==> src/rtl/pong_pkg.sv <==
// Types and panel geometry shared by the scan controller, the renderer and the game logic.
package pong_pkg;

  localparam int unsigned PANEL_W   = 64;
  localparam int unsigned PANEL_H   = 64;
  localparam int unsigned ROW_PAIRS = PANEL_H / 2;

  typedef logic [5:0] coord_t;
  typedef logic [4:0] row_t;

  typedef enum logic [2:0] {
    StIdle,
    StShift,
    StBlank,
    StLatch,
    StDisplay
  } scan_state_e;

endpackage

==> src/rtl/led_scan_timer.sv <==
// Loadable down-counter that stops at zero; o_done flags the last cycle of an interval.
module led_scan_timer #(
  parameter int unsigned Width = 8
) (
  input  logic             clk,
  input  logic             rst_n,
  input  logic             i_load,
  input  logic [Width-1:0] i_value,
  output logic [Width-1:0] o_count,
  output logic             o_done
);

  logic [Width-1:0] r_count;

  always_ff @(posedge clk or negedge rst_n) begin
    if (!rst_n) begin
      r_count <= '0;
    end else if (i_load) begin
      r_count <= i_value;
    end else if (r_count != '0) begin
      r_count <= r_count - 1'b1;
    end
  end

  assign o_count = r_count;
  assign o_done  = (r_count == '0);

endmodule

==> src/rtl/led_scan_ctrl.sv <==
// 1/32-scan LED panel controller: shift a row pair, blank, latch, then display for a fixed
// on-time. Every panel-facing output comes straight from a flop.
module led_scan_ctrl
  import pong_pkg::*;
#(
  parameter int unsigned COLS         = 64,
  parameter int unsigned ROW_PAIRS    = 32,
  parameter int unsigned CLK_DIV      = 2,
  parameter int unsigned BLANK_CYCLES = 4,
  parameter int unsigned ON_CYCLES    = 256
) (
  input  logic   clk,
  input  logic   rst_n,
  input  logic   i_enable,
  output coord_t o_pix_x,
  output coord_t o_pix_y_top,
  output coord_t o_pix_y_bot,
  input  logic   i_pix_top,
  input  logic   i_pix_bot,
  output logic   o_r_top,
  output logic   o_r_bot,
  output logic   o_sclk,
  output logic   o_lat,
  output logic   o_oe_n,
  output row_t   o_row_addr,
  output logic   o_frame_done
);

  localparam int unsigned PhaseLen = 2 * CLK_DIV;
  localparam int unsigned TmrMax0  = (ON_CYCLES > PhaseLen) ? ON_CYCLES : PhaseLen;
  localparam int unsigned TmrMax   = (BLANK_CYCLES > TmrMax0) ? BLANK_CYCLES : TmrMax0;
  localparam int unsigned TmrW     = (TmrMax > 1) ? $clog2(TmrMax) : 1;

  localparam logic [TmrW-1:0] PhaseLast = TmrW'(PhaseLen - 1);
  localparam logic [TmrW-1:0] BlankLast = TmrW'(BLANK_CYCLES - 1);
  localparam logic [TmrW-1:0] OnLast    = TmrW'(ON_CYCLES - 1);
  localparam coord_t          LastCol   = coord_t'(COLS - 1);
  localparam row_t            LastRow   = row_t'(ROW_PAIRS - 1);

  scan_state_e     r_state;
  coord_t          r_col;
  row_t            r_row;
  logic            w_tmr_load;
  logic [TmrW-1:0] w_tmr_val;
  logic [TmrW-1:0] w_tmr_cnt;
  logic            w_tmr_done;
  logic [TmrW-1:0] w_phase;

  led_scan_timer #(
    .Width (TmrW)
  ) u_timer (
    .clk     (clk),
    .rst_n   (rst_n),
    .i_load  (w_tmr_load),
    .i_value (w_tmr_val),
    .o_count (w_tmr_cnt),
    .o_done  (w_tmr_done)
  );

  // The timer counts down, so the cycle index inside a column phase is its complement.
  assign w_phase     = PhaseLast - w_tmr_cnt;
  assign o_pix_y_top = {1'b0, r_row};
  assign o_pix_y_bot = {1'b1, r_row};

  always_comb begin
    w_tmr_load = 1'b0;
    w_tmr_val  = PhaseLast;
    case (r_state)
      StIdle:    w_tmr_load = i_enable;
      StShift: begin
        if (w_tmr_done) begin
          w_tmr_load = 1'b1;
          if (r_col == LastCol) w_tmr_val = BlankLast;
        end
      end
      StLatch: begin
        w_tmr_load = 1'b1;
        w_tmr_val  = OnLast;
      end
      StDisplay: w_tmr_load = w_tmr_done & i_enable;
      default:   w_tmr_load = 1'b0;
    endcase
  end

  // Outputs are assigned the value they must show in the cycle after each edge.
  always_ff @(posedge clk or negedge rst_n) begin
    if (!rst_n) begin
      r_state      <= StIdle;
      r_col        <= '0;
      r_row        <= '0;
      o_pix_x      <= '0;
      o_r_top      <= 1'b0;
      o_r_bot      <= 1'b0;
      o_sclk       <= 1'b0;
      o_lat        <= 1'b0;
      o_oe_n       <= 1'b1;
      o_row_addr   <= '0;
      o_frame_done <= 1'b0;
    end else begin
      o_frame_done <= 1'b0;
      case (r_state)
        StIdle: begin
          if (i_enable) begin
            r_state <= StShift;
            r_col   <= '0;
            r_row   <= '0;
            o_pix_x <= '0;
          end
        end
        StShift: begin
          // Renderer answers one cycle after the address, i.e. in phase cycle 1.
          if (w_phase == TmrW'(1)) begin
            o_r_top <= i_pix_top;
            o_r_bot <= i_pix_bot;
          end
          if (w_tmr_done) begin
            o_sclk <= 1'b0;
            if (r_col == LastCol) begin
              r_state    <= StBlank;
              o_row_addr <= r_row;
            end else begin
              r_col   <= r_col + 1'b1;
              o_pix_x <= r_col + 1'b1;
            end
          end else begin
            o_sclk <= (w_phase >= TmrW'(CLK_DIV - 1));
          end
        end
        StBlank: begin
          if (w_tmr_done) begin
            r_state <= StLatch;
            o_lat   <= 1'b1;
          end
        end
        StLatch: begin
          r_state <= StDisplay;
          o_lat   <= 1'b0;
          o_oe_n  <= 1'b0;
        end
        StDisplay: begin
          if (w_tmr_done) begin
            o_oe_n       <= 1'b1;
            o_frame_done <= (r_row == LastRow);
            r_row        <= (r_row == LastRow) ? '0 : r_row + 1'b1;
            if (i_enable) begin
              r_state <= StShift;
              r_col   <= '0;
              o_pix_x <= '0;
            end else begin
              r_state <= StIdle;
            end
          end
        end
        default: r_state <= StIdle;
      endcase
    end
  end

endmodule

==> config.mk <==
export PLATFORM = sky130hd
export DESIGN_NAME = led_scan_ctrl
export DESIGN_NICKNAME = d
export VERILOG_FILES = /design/src/rtl/pong_pkg.sv /design/src/rtl/led_scan_timer.sv /design/src/rtl/led_scan_ctrl.sv
export SDC_FILE = /design/constraint.sdc
export NUM_CORES = 1
export LEC_CHECK = 0
export ABC_AREA = 0
export BUFFER_PORTS_ARGS = -buffer_cell sky130_fd_sc_hd__buf_2
export CORE_AREA = 2 2 62 64
export DETAILED_ROUTE_END_ITERATION = 7
export DIE_AREA = 0 0 64 66
export PLACE_DENSITY = 0.74
export SETUP_SLACK_MARGIN = 0.4
export SLEW_MARGIN = 20
export SYNTH_ARGS = -nofsm -noshare
export SYNTH_HDL_FRONTEND = slang
export SYNTH_HIERARCHICAL = 1
export SYNTH_SLANG_ARGS = --single-unit
==> constraint.sdc <==
create_clock -name clk -period 3.4 [get_ports clk]
set_input_delay 0 -clock clk [delete_from_list [all_inputs] [get_ports clk]]
set_output_delay 0 -clock clk [all_outputs]
set_load 0.05 [all_outputs]
==> metrics.md <==
| Metric | Value |
|---|---|
| Final setup margin | `0.6790 ns` |
| RePlAce Congestion | `0.8007` |
| Drt total wl | `roughly 3500 µm` |
| Setup TNS | `0 ns` |
| Max Clk Rate | `367.5 MHz` |
| Critical path type | `register to register` |
| Initial Util | `0.5226` |
| Initial detailed-routing violation count | `~100` |
| Tightest Hold Check Type | `input pin to register` |
| CTS Buffer Depth | `2` |
| Post-synth EDFFs | `0` |
| Wirelength per Cell | `13.10 µm` |
| CP max stage delay | `about 0.59 ns` |
| Final setup skew | `0.01019 ns` |
| Final Setup Violations | `0` |
| Max-Cap Viols | `0` |
| RSZ-0062 raised after global routing | `no` |
| Core area | `roughly 3600 µm²` |
| Global route overflow | `0` |
| Met1 wire length | `1729 µm` |
| WP depth | `8` |
| H-tree Lvls | `2` |
| Highest routed metal layer | `met4` |
| WP data arrival | `2.96 ns` |
| TritonCTS clock tree | `yes` |
| Startpoint Class | `register` |
| # resized after CTS | `0` |
| Yosys Warn Count | `6` |
| Nets | `230` |
| Hold Startpoint | `i_enable` |
| Crit-path max FO | `14` |
| Die X | `64 µm` |
| Final hold slack | `around 0.04 ns` |
| Final Hold Vio Count | `0` |
| Most frequent cells in the layout | `dfrtp_1 (32), buf_2 (31), nand2_1 (17)` |
| Met2 wire len | `between 1500 and 2000 µm` |
| Initial DRT Pass Iterations | `4` |
| Post-route DRC | `0` |
| Most common cell after layout, fill and taps aside | `dfrtp_1` |
| Synthesis-to-finish area growth | `13.22%` |
| Synth Flop Type | `dfrtp_1` |
| Global-route wire length before repair | `approximately 6100 µm` |
| Site Rows | `22` |
| Largest net degree at the start of global routing | `34` |
| Num CTS Buffers | `5` |
| Pre-CTS setup slack | `0.7196 ns` |
| Asr flop ratio synth | `1.000` |
| Data required, critical path | `3.64 ns` |
| CP top delay family | `simple AND/OR/NAND/NOR gates` |
| Clock period minus worst slack | `2.721 ns` |
| Vias post-DR | `1514` |
| Final Slew Violations | `0` |
| PortBufs | `31` |
| Sequential share of the synthesized area | `0.4457` |
| Met3 wire len | `between 150 and 200 µm` |
| Yosys cell types | `49` |
| Antenna violations before repair | `0` |
| Endpoint class of the critical path | `register` |
| Hold depth | `3` |
| I/O pin count | `34` |
| Vias per cell | `between 5 and 6` |
| Die H | `66 µm` |
| Critical path cell sequence | `or4_4 > nor3_1 > buf_4 > nand2b_1 > nand3_1 > nand2_1 > inv_1 > a221oi_1` |
| Worst reg2reg path startpoint | `u_timer/o_count[3]` |
| CTS sink count | `33` |
| Slowest stage cell, crit path | `or4_4` |
| Layout cell share with drive strength beyond 1 | `0.2613` |
| Ant. Diodes | `0` |
| Tot GR Track Use | `0.1873` |
| Actual slew at the worst max-slew pin | `between 0.7 and 0.8 ns` |
| Detailed placement HPWL | `2483 µm` |
| Number of global-route vias before repair | `1328` |
| Synth Register Bits | `33` |
| Depth of the worst register-to-register path | `8` |
| End of the worst register-to-register path | `u_timer/o_count[5]` |
| Synthesized cell area | `1856 µm²` |
| Status | `completed` |
| Leak | `1.037 nW` |
| Tcrit/Tclk final | `0.8003` |
| WP buf/inv | `2` |
| Root Driver | `clkbuf_4` |
| Worst-Skew Late Latency | `0.34 ns` |
| Peak VDD IR | `around 370 µV` |
| Final ANT Viol Nets | `0` |
| Slew headroom | `0.5118` |
| Synth Instances | `191` |
| Hold Path End | `r_state[0]` |
| CTS clock-pin slew for the worst setup and hold paths | `roughly 0.11 ns` |
| R2r setup slk | `0.68 ns` |
| Die area | `4224 µm²` |
| Pwr/cell area | `roughly 610 nW/µm²` |
| Avg Cell Area, Syn | `~9.7 µm²` |
==> worst register-to-register path, delay by kind of cell (launching register included) <==
kind | cells | cell delay (ns)
and+or+nand+nor | 5 | 1.43
buffers and inverters | 2 | 0.42
DFF | 1 | 0.49
AOI/OAI and AO/OA | 1 | 0.29
==> cells in the mapped netlist (2+ instances only) <==
cell type,instances,area share
mux2_2,2,0.012
nor2b_1,5,0.017
conb_1,2,0.0040
o21ai_0,11,0.030
buf_4,7,0.028
nor3_1,7,0.019
o21ai_1,2,0.0054
a21oi_1,2,0.0054
o31ai_1,5,0.020
buf_2,4,0.011
mux2_4,7,0.057
buf_6,2,0.012
nand3_1,10,0.027
dfrtp_1,32,0.43
ha_1,4,0.027
nor4_1,2,0.0067
a21o_1,2,0.0081
nor2_1,13,0.026
and3_1,6,0.020
or2_2,2,0.0067
nand2b_1,4,0.013
inv_1,8,0.016
a31oi_1,8,0.027
a22o_1,2,0.0094
nand2_1,17,0.034
nor3b_1,2,0.0081
==> state kept, by name, summed over array words and instances (netlist names) <==
name,count
u_timer/o_count,8
r_col,6
o_row_addr,5
r_row,5
r_state,3
o_frame_done,1
o_lat,1
o_oe_n,1
o_r_bot,1
o_r_top,1
o_sclk,1
==> per-layer routing <==
layer	up-vias	global-route usage
met5	-	0
met4	0	0.05707
met3	5	0.05111
met1	713	0.2552
li1	746	-
met2	50	0.2904
==> layout make-up <==
cell class                      count  area [µm²]
Clock inverter                      3       46.29
Fill cell                         297        1450
Timing Repair Buffer               35       192.7
Tap cell                           48       60.06
Inverter                            8       30.03
Sequential cell                    33       827.0
Clock buffer                        5       37.54
Multi-Input combinational cell    138       907.1
==> how the worst max path moves through the flow <==
stage                                   from                  to
after floorplan           u_timer/o_count[3]  u_timer/o_count[5]
after global placement    u_timer/o_count[3]  u_timer/o_count[5]
after detailed placement  u_timer/o_count[3]  u_timer/o_count[5]
after CTS                 u_timer/o_count[3]  u_timer/o_count[5]
after global routing      u_timer/o_count[3]  u_timer/o_count[5]
final                     u_timer/o_count[3]  u_timer/o_count[5]
==> kinds of logic after synthesis <==
logic type / count (synthesis) / share of synthesized area
XOR/XNOR: 1 / 0.004721
flip-flops: 33 / 0.4457
buffers and inverters: 22 / 0.06945
multiplexers: 9 / 0.06878
other: 2 / 0.004047
adder cells (fa/ha/maj): 4 / 0.02697
AND/OR/NAND/NOR: 79 / 0.2326
AO/OA/AOI/OAI: 41 / 0.1477
==> where the power goes <==
group	leakage [nW]	switching (mW)	internal [mW]
combinational	0.582	0.248	0.163
sequential	0.414	0.103	0.469
clock	0.0414	0.141	0.156
==> metrics by stage <==
step	utilization	instance area, µm²	power, mW	instances
3_3_place_gp	0.5595	1987	0.9895	259
4_1_cts	0.5916	2101	1.287	270
2_1_floorplan	-	1863	0.9017	193
6_report	0.5916	2101	1.280	270
5_1_grt	0.5916	2101	1.370	270
3_5_place_dp	0.5595	1987	0.9848	259
==> repair_timing <==
item | CTS | global route
hold buffers | 3 | 0
buffers inserted | 0 | 0
hold endpoints to repair | 34 | 0
Note: power is estimated with default switching activity, not from simulation.
